## src/rtl/cache_controller_pkg.sv

```systemverilog
// Shared defaults and FSM encoding for the direct-mapped write-through cache controller.
// Latency: n/a (types and constants only).
// Backpressure: n/a.
package cache_controller_pkg;

    localparam int CC_ADD_WIDTH   = 10;
    localparam int CC_DATA_WIDTH  = 32;
    localparam int CC_INDEX_WIDTH = 5;

    localparam logic [15:0] CNT_MAX = 16'hFFFF;

    typedef enum logic [1:0] {
        IDLE    = 2'd0,
        RD_MISS = 2'd1,
        WR_THRU = 2'd2,
        DONE    = 2'd3
    } cc_state_e;

endpackage

```

## src/rtl/cache_controller_array.sv

```systemverilog
// Valid/tag/data line storage: combinational lookup, one synchronous write port.
// Latency: lookup 0 cycles, write visible the cycle after wr_en.
// Backpressure: none; a write is always accepted.
module cache_array #(
    parameter int INDEX_WIDTH = 5,
    parameter int TAG_WIDTH   = 5,
    parameter int DATA_WIDTH  = 32
) (
    input  logic                   clk,
    input  logic                   reset,
    input  logic [INDEX_WIDTH-1:0] rd_index,
    output logic                   rd_valid,
    output logic [TAG_WIDTH-1:0]   rd_tag,
    output logic [DATA_WIDTH-1:0]  rd_data,
    input  logic                   wr_en,
    input  logic [INDEX_WIDTH-1:0] wr_index,
    input  logic [TAG_WIDTH-1:0]   wr_tag,
    input  logic [DATA_WIDTH-1:0]  wr_data
);

    localparam int LINES = 1 << INDEX_WIDTH;

    logic [LINES-1:0]      valid_q;
    logic [TAG_WIDTH-1:0]  tag_mem  [LINES];
    logic [DATA_WIDTH-1:0] data_mem [LINES];

    // Valid bits are the only state that must clear on reset.
    always_ff @(posedge clk or negedge reset) begin
        if (!reset)
            valid_q <= '0;
        else if (wr_en)
            valid_q[wr_index] <= 1'b1;
    end

    // Tag and data payload; contents are meaningless until the valid bit is set.
    always_ff @(posedge clk) begin
        if (wr_en) begin
            tag_mem[wr_index]  <= wr_tag;
            data_mem[wr_index] <= wr_data;
        end
    end

    // Combinational lookup so IDLE can answer a hit in the request cycle.
    always_comb begin
        rd_valid = valid_q[rd_index];
        rd_tag   = tag_mem[rd_index];
        rd_data  = data_mem[rd_index];
    end

endmodule

```

## src/rtl/cache_controller.sv

```systemverilog
// Direct-mapped, one-word-line, write-through, no-write-allocate cache controller.
// Latency: read hit 0 cycles; miss/write stall 3 cycles with a 1-cycle memory, response in 4th.
// Backpressure: stall holds the CPU request; memory side waits on mem_ready.
module cache_controller
    import cache_controller_pkg::*;
#(
    parameter int ADD_WIDTH   = CC_ADD_WIDTH,
    parameter int DATA_WIDTH  = CC_DATA_WIDTH,
    parameter int INDEX_WIDTH = CC_INDEX_WIDTH
) (
    input  logic                  clk,
    input  logic                  reset,
    input  logic [ADD_WIDTH-1:0]  cpu_add,
    input  logic [DATA_WIDTH-1:0] cpu_write_data,
    input  logic                  cpu_read,
    input  logic                  cpu_write,
    output logic [DATA_WIDTH-1:0] cpu_read_data,
    output logic                  stall,
    output logic [ADD_WIDTH-1:0]  mem_add,
    output logic [DATA_WIDTH-1:0] mem_write_data,
    output logic                  mem_read,
    output logic                  mem_write,
    input  logic [DATA_WIDTH-1:0] mem_read_data,
    input  logic                  mem_ready,
    output logic [15:0]           hit_count,
    output logic [15:0]           miss_count
);

    localparam int TAG_WIDTH = ADD_WIDTH - INDEX_WIDTH;

    cc_state_e             state_q, state_d;
    logic [DATA_WIDTH-1:0] resp_q;
    logic                  resp_we;
    logic                  hit_inc, miss_inc;

    logic [INDEX_WIDTH-1:0] req_index;
    logic [TAG_WIDTH-1:0]   req_tag;
    logic                   line_valid;
    logic [TAG_WIDTH-1:0]   line_tag;
    logic [DATA_WIDTH-1:0]  line_data;
    logic                   line_hit;
    logic                   arr_we;
    logic [DATA_WIDTH-1:0]  arr_wdata;

    assign req_index = cpu_add[INDEX_WIDTH-1:0];
    assign req_tag   = cpu_add[ADD_WIDTH-1:INDEX_WIDTH];
    assign line_hit  = line_valid && (line_tag == req_tag);

    cache_array #(
        .INDEX_WIDTH (INDEX_WIDTH),
        .TAG_WIDTH   (TAG_WIDTH),
        .DATA_WIDTH  (DATA_WIDTH)
    ) u_array (
        .clk      (clk),
        .reset    (reset),
        .rd_index (req_index),
        .rd_valid (line_valid),
        .rd_tag   (line_tag),
        .rd_data  (line_data),
        .wr_en    (arr_we),
        .wr_index (req_index),
        .wr_tag   (req_tag),
        .wr_data  (arr_wdata)
    );

    // State register; reset lands in IDLE so memory strobes drop at once.
    always_ff @(posedge clk or negedge reset) begin
        if (!reset)
            state_q <= IDLE;
        else
            state_q <= state_d;
    end

    // Next state, CPU/memory strobes and line-write control.
    always_comb begin
        state_d        = state_q;
        stall          = 1'b0;
        mem_read       = 1'b0;
        mem_write      = 1'b0;
        mem_add        = cpu_add;
        mem_write_data = cpu_write_data;
        cpu_read_data  = resp_q;
        arr_we         = 1'b0;
        arr_wdata      = mem_read_data;
        resp_we        = 1'b0;
        hit_inc        = 1'b0;
        miss_inc       = 1'b0;
        case (state_q)
            IDLE: begin
                cpu_read_data = line_data;
                if (cpu_write) begin
                    // Write wins over a simultaneous read.
                    stall    = 1'b1;
                    hit_inc  = line_hit;
                    miss_inc = !line_hit;
                    state_d  = WR_THRU;
                end else if (cpu_read) begin
                    if (line_hit) begin
                        hit_inc = 1'b1;
                    end else begin
                        stall    = 1'b1;
                        miss_inc = 1'b1;
                        state_d  = RD_MISS;
                    end
                end
            end
            RD_MISS: begin
                stall    = 1'b1;
                mem_read = 1'b1;
                if (mem_ready) begin
                    arr_we  = 1'b1;
                    resp_we = 1'b1;
                    state_d = DONE;
                end
            end
            WR_THRU: begin
                stall     = 1'b1;
                mem_write = 1'b1;
                arr_wdata = cpu_write_data;
                if (mem_ready) begin
                    // No-write-allocate: only a resident line is refreshed.
                    arr_we  = line_hit;
                    state_d = DONE;
                end
            end
            DONE: begin
                // One quiet cycle lets mem_ready fall before the next request.
                state_d = IDLE;
            end
            default: state_d = IDLE;
        endcase
    end

    // Response register holds the fill data for the DONE cycle.
    always_ff @(posedge clk or negedge reset) begin
        if (!reset)
            resp_q <= '0;
        else if (resp_we)
            resp_q <= mem_read_data;
    end

    // Saturating hit/miss counters, stepped only on accepted IDLE requests.
    always_ff @(posedge clk or negedge reset) begin
        if (!reset) begin
            hit_count  <= '0;
            miss_count <= '0;
        end else begin
            if (hit_inc && hit_count != CNT_MAX)
                hit_count <= hit_count + 16'd1;
            if (miss_inc && miss_count != CNT_MAX)
                miss_count <= miss_count + 16'd1;
        end
    end

endmodule

```

## config.mk

```make
export PLATFORM = sky130hd
export DESIGN_NAME = cache_controller
export DESIGN_NICKNAME = d
export VERILOG_FILES = /design/src/rtl/cache_controller_pkg.sv /design/src/rtl/cache_controller_array.sv /design/src/rtl/cache_controller.sv
export SDC_FILE = /design/constraint.sdc
export NUM_CORES = 1
export LEC_CHECK = 0
export ABC_CLOCK_PERIOD_IN_PS = 8500
export CORE_MARGIN = 2
export CORE_UTILIZATION = 42
export DETAILED_ROUTE_END_ITERATION = 16
export PLACE_DENSITY = 0.56
export SYNTH_ARGS = -nofsm -noshare
export SYNTH_HDL_FRONTEND = slang
export SYNTH_SLANG_ARGS = --single-unit
```

## constraint.sdc

```tcl
create_clock -name clk -period 8.5 [get_ports clk]
set_input_delay 1.7 -clock clk [delete_from_list [all_inputs] [get_ports clk]]
set_output_delay 1.7 -clock clk [all_outputs]
set_load 0.01 [all_outputs]
```

== Word-level counts from Yosys, hierarchy flattened ==
Memories as Yosys holds them, arrays and structs flattened.
Index checks and enable logic that the tools add are counted.

* Multiplexer cells: 29
* Bitwise gates (word level): 1
* Magnitude comparators: 2
* Reduce and logical (&&, ||, !) cells: 8
* $add $sub $neg: 2
* Equality and inequality tests: 9

{| class="wikitable"
|+ Operators with widths
! cell !! count
|-
| $mux W32 || 2
|-
| $add A16 B1 Y16 const B || 2
|-
| $ne A16 B16 Y1 const B || 2
|-
| $or A32 B32 Y32 || 1
|-
| $mux W1 || 18
|-
| $mux W2 || 4
|-
| $lt A5 B6 Y1 const B || 1
|-
| $ne A3 B3 Y1 const B || 2
|-
| $pmux W2 S3 || 1
|-
| $bmux W1 S5 || 1
|-
| $demux W1 S5 || 1
|-
| $eq A5 B5 Y1 || 1
|-
| $ge A5 B1 Y1 const B || 1
|-
| $eq A2 B2 Y1 const B || 2
|-
| $logic_and A1 B1 Y1 || 4
|-
| $pmux W1 S2 || 2
|-
| $reduce_and A3 Y1 || 1
|-
| $eq A2 B1 Y1 const B || 1
|-
| $logic_not A2 Y1 || 1
|-
| $ne A2 B1 Y1 const B || 1
|-
| $reduce_or A2 Y1 || 1
|-
| $logic_not A1 Y1 || 1
|}

* Memory bits (writable): 1184
* Bits of input ports: 79
* Memories kept: 2
* Output and inout port bits: 109
* Bits in registers: 98

{| class="wikitable"
|+ Memory list
! name !! depth !! bits a word !! rd ports !! clocked after Yosys merged registers in !! write ports !! RTL line !! source
|-
| u_array.data_mem || 32 || 32 || 1 || 0 || 1 || cache_controller_array.sv:25 || <nowiki>logic [DATA_WIDTH-1:0] data_mem [LINES];</nowiki>
|-
| u_array.tag_mem || 32 || 5 || 1 || 0 || 1 || cache_controller_array.sv:24 || <nowiki>logic [TAG_WIDTH-1:0] tag_mem [LINES];</nowiki>
|}

== Logic depth before layout (Yosys ltp) ==
* Depth in word-level cells: 8
* Gate-level depth with buffers: 13
* Mapped depth without buffers: 8

== Hierarchy ==
Synthesis repeated with hierarchy kept, for this count alone.

* Cells, all modules: 3035
* Area, all modules: 51558.2 µm²

{| class="wikitable"
|+ Modules (own cells, without submodules)
! module !! cells an instance !! area an instance (µm²) !! sequential area each (µm²) !! times used
|-
| cache_array || 2670 || 47395.5 || 36354.9 || 1
|-
| cache_controller || 365 || 4162.7 || 1651.6 || 1
|}

== Worst setup path before layout ==
No wires, ideal clock.

* Path kind: input to register
* From: input port cpu_add[0]
* To: register u_array.valid_q[13]
* Setup time: 0.086 ns
* Arrival: 7.629 ns
* Cell stages on the path: 10
* Slack: 0.785 ns
* Path through: buf_2 -> buf_6 -> mux2i_1 -> o22ai_1 -> or4_1 -> or3_1 -> a21oi_2 -> a41oi_2 -> nor4_1 -> or2_2

* Word-level cells in the longest chain between the ends: 5
* Elaborated cells on any way between the ends: 13
* Classes of those cells: order compare (2); eq/ne (1); mux (6); bitwise (1); reduce/logical (2); memory (1)

{| class="wikitable"
|+ Ends and longest elaborated chain
! what !! RTL line !! source
|-
| start, declared || cache_controller.sv:13 || <nowiki>input logic [ADD_WIDTH-1:0] cpu_add,</nowiki>
|-
| $mem_v2 Z32 W5 (tied with other cells) || -- ||
|-
| $eq A5 B5 Y1 (tied with other cells) || cache_controller.sv:47 || <nowiki>assign line_hit = line_valid && (line_tag == req_tag);</nowiki>
|-
| $logic_and A1 B1 Y1 / $mux W1 (equally long branches) || cache_controller.sv:47, cache_controller_array.sv:32 ||
|-
| $mux W1 / $demux W1 S5 (equally long branches) || -- ||
|-
| $pmux W1 S2 / $or A32 B32 Y32 (equally long branches) || -- ||
|-
| end signal, assigned || cache_controller_array.sv:30 || <nowiki>valid_q <= '0;</nowiki>
|-
| end signal, assigned by index || cache_controller_array.sv:32 || <nowiki>valid_q[wr_index] <= 1'b1;</nowiki>
|-
| end, declared || cache_controller_array.sv:23 || <nowiki>logic [LINES-1:0] valid_q;</nowiki>
|}

Several ways; a longest one is shown, not always the timed one. The select of a mux whose other input is x is not followed.
A chain may end at the register's enable or synchronous reset.

== Final worst setup path ==
* From: input port cpu_add[4]
* To: output port stall

* Word-level cells in the longest chain between the ends: 7
* Elaborated cells on any way between the ends: 9
* Classes of those cells: eq/ne (1); mux (6); reduce/logical (1); memory (1)

{| class="wikitable"
|+ Ends and longest elaborated chain
! what !! RTL line !! source
|-
| $mem_v2 Z32 W5 / $bmux W1 S5 (equally long branches) || -- ||
|-
| $eq A5 B5 Y1 / $mux W1 (equally long branches) || cache_controller.sv:47, cache_controller_array.sv:45 ||
|-
| $logic_and A1 B1 Y1 (*) || cache_controller.sv:47 ||
|-
| $mux W1 (*) || cache_controller.sv:98 || <nowiki>if (line_hit) begin</nowiki>
|-
| $mux W1 (*) || cache_controller.sv:97 || <nowiki>end else if (cpu_read) begin</nowiki>
|-
| $mux W1 (*) || cache_controller.sv:91 || <nowiki>if (cpu_write) begin</nowiki>
|-
| $pmux W1 S2 (*) || cache_controller.sv:88 || <nowiki>case (state_q)</nowiki>
|-
| end, declared || cache_controller.sv:18 || <nowiki>output logic stall,</nowiki>
|}

Every way passes the cells marked *; elsewhere a longest branch is shown, timed or not. The select of a mux whose other input is x is not followed.

==> results.yml <==
outcome:
  status: "finished, final reports clean"
finish:
  drive_gt1_share_pct: 26.0
  nNetsFinal: 2778
  syn2layout_area_growth_pct: 16.5
cts:
  cts_buffers: 136
  clk_pin_slew_ps: 60
  h-tree-depth: 4
  cts.path.max_buffers: 3
  cts_resized: 0
  cts_tree: "done"
  hold_buffers: 0
  cts.sinks: 1282
  cts_setup_buffers: 0
  clk_latency_ps: 740
  root_buffer: "clkbuf_16"
worst_setup_path:
  startpoint_type: "input port"
  crit_type: "input port to output pin"
  worstReg2RegStart: "u_array.tag_mem[11][2]$_DFFE_PP_"
  cp_data_required_time_ps: 6800
  reg2reg_depth: 8
  cp_max_fo: 36
  reg2reg_to: "u_array.data_mem[19][15]$_DFFE_PP_"
  rrSetupSlack_ps: 3960
  critPathCaptureType: "output pin"
  critical_path_arrival_ps: 5660
drt:
  via_per_inst: 5.87
  wl_per_cell_um: 30.3
  via_count: 25900
  drc: 0
  routed_wirelength_um: 134000
  postRouteAntennaNets: 0
  drtPass1Iterations: 5
  drt_iter0_drc: 2767
sta:
  slew_headroom_pct: 16.4
  setup_slack_ps: 1140
  drv_slew: 0
  grt_setup_unrepaired: "no"
  worst_slew_pin_slew_ps: 1250
  setup_tns_ps: 0
  max_clock_freq_mhz: 136
  min_period_ps: 7360
  finalHoldViolCount: 0
  skew_ps: 24.8
  fin_crit_sh_pct: 86.6
  setup_violations: 0
pwr:
  swShare_pct: 24.8
  clock_power_share_pct: 37.2
  p_total_mw: 15.5
  p_sw_mw: 3.84
  intPower_mw: 11.6
  vdd_drop_max_v: 0.000196
  power.density_mw_per_mm2: 262
  p_seq_share_pct: 49.2
  power_frac_comb_pct: 13.6
  leakage_nw: 19.4
logic_synthesis:
  avgSynthCellArea_um2: 20.8
  synth-edff-count: 1184
  synth_largest_area_cell: "edfxtp_1"
  synth-main-ff-cell: "edfxtp_1"
  synthTopCellsByArea: "edfxtp_1, mux4_2, dfrtp_1"
  synth_top_area_share_pct: 70.2
  synth.yosys.warnings: 0
  mappedNetlistArea_mm2: 0.0507
  async_flop_share_pct: 7.64
  synth_nets: 2520
  synth-seq-area-share_pct: 75.0
  synthCells: 2435
  synth_cell_types: 60
  ys_ff_latch: 1282
placed_design:
  place_ws_ps: 1180
  gp_congestion: 0.831
  dp_hpwl_um: 74700
  portBuffers: 187
die:
  dieArea_mm2: 0.123
  die_x_um: 351
  initial_utilization_pct: 42.3
  core_area_mm2: 0.120
  ioPinCount: 188
  rows: 127
  die_y_um: 351
global_routing:
  grt_pass1_wl_um: 191000
  grt_pass1_vias: 26500
  antenna_found_initial: 1
  overflow: 0
  grt_max_degree: 126
  grtUsageTotal_pct: 21.8
worst_hold_path:
  hold_start: "u_array.valid_q[18]$_DFFE_PN0P_"
  holdCritPathClass: "register to register"
  min_path_cells: 1
  min_to: "u_array.valid_q[18]$_DFFE_PN0P_"
job:
  cap_violations: 0
## through the flow
step                cell area, um2  hold WS (ps)  utilization, %  instances
finish                       59000           468            49.3       4409
CTS                          59000           465            49.3       4408
global placement             54700           441            45.7       4167
floorplan                    50700           428               -       2435
global route                 59000           477            49.3       4408
detailed placement           54700           450            45.7       4167
## synth_stat cells (all sizes together), types with 2 or more instances
library cell,number
nand2b,4
xor2,14
and4,2
and2,4
a32o,2
and4b,2
or2,34
o221a,8
nand4b,5
nor4b,2
edfxtp,1184
inv,17
a22o,24
buf,118
or4b,5
nor4,45
or3b,3
a31oi,14
nor3,7
and3,12
a22oi,23
or3,2
xnor2,13
or4bb,5
nand2,38
dfrtp,98
clkbuf,55
a221oi,25
ha,6
nand4,6
nor2b,5
mux2i,99
a222oi,6
a221o,4
or4,5
nor2,52
o22ai,54
mux2,101
nand4bb,2
nand3,15
a21o,2
mux4,267
a21oi,40
## layout by cell type, fill, tap and decap left out, types with 37 or more instances in the layout
master	count
edfxtp_1	1184
mux4_2	267
dfrtp_1	98
clkbuf_16	136
nand2_1	37
clkdlybuf4s50_1	181
nor2_1	52
buf_4	107
mux2i_1	99
o22ai_1	54
a21oi_1	39
mux2_2	100
## power by group through the flow
| stage | Combinational, mW | Sequential (mW) | Clock, mW |
|---|---|---|---|
| 2_1_floorplan | 1.18 | 7.72 | 0 |
| 3_3_place_gp | 2.08 | 7.73 | 0 |
| 3_5_place_dp | 2.14 | 7.74 | 0 |
| 4_1_cts | 2.15 | 7.61 | 5.86 |
| 5_1_grt | 2.29 | 7.63 | 6.11 |
| 6_report | 2.10 | 7.61 | 5.76 |
## cells by family (layout without fill, tap and decap cells)
kind of cell / count (synthesis) / in the layout / synth area share, %
DFF: 1282 / 1282 / 75.0
muxes: 467 / 467 / 16.1
and+or+nand+nor: 256 / 256 / 3.32
AOI/OAI and AO/OA: 207 / 207 / 2.97
buffers and inverters: 190 / 551 / 2.01
xor gates and xnor gates: 27 / 27 / 0.467
adders and majority gates: 6 / 6 / 0.148
other: 0 / 1 / 0
## area by class of cell
class / instances / area, um2
fillers: 9655 / 60800
flip-flops and latches: 1282 / 38000
multi-input cells: 963 / 11900
clock buffers: 168 / 3540
repair buffers: 293 / 2710
well taps: 1612 / 2020
clock inverters: 73 / 751
inverters: 17 / 63.8
diodes: 1 / 2.50
## flip-flops by register name (all words and copies together), names as in the netlist
name              cells
state_q               2
u_array.tag_mem     160
resp_q               32
u_array.data_mem   1024
hit_count            16
u_array.valid_q      32
miss_count           16
## how the worst max path moves through the flow
stage,startpoint,to,slack (ps),cells after the start
floorplan,cpu_add[0],u_array.valid_q[13]$_DFFE_PN0P_,790,10
global placement,cpu_add[4],stall,1220,11
detailed placement,cpu_add[4],stall,1180,11
CTS,cpu_add[4],stall,1170,11
global route,cpu_add[0],stall,1000,12
finish,cpu_add[4],stall,1140,11
## layer usage
layer | global-route usage (%) | up-vias | routed length [um]
met5 | 0 | - | 10
met4 | 6.47 | 2 | 3220
met3 | 3.74 | 190 | 8840
met2 | 35.0 | 979 | 65200
met1 | 30.8 | 14000 | 56200
li1 | - | 10700 | -
## critical path, cell delays in order
cell	delay (ps)
buf_4	410
buf_4	590
nand2b_1	470
o22ai_1	150
or4_1	520
a21oi_2	330
and3_1	240
buf_4	300
nor2b_1	120
o31a_1	250
clkdlybuf4s50_1	500
No activity file was read; power rests on OpenSTA's default activity.
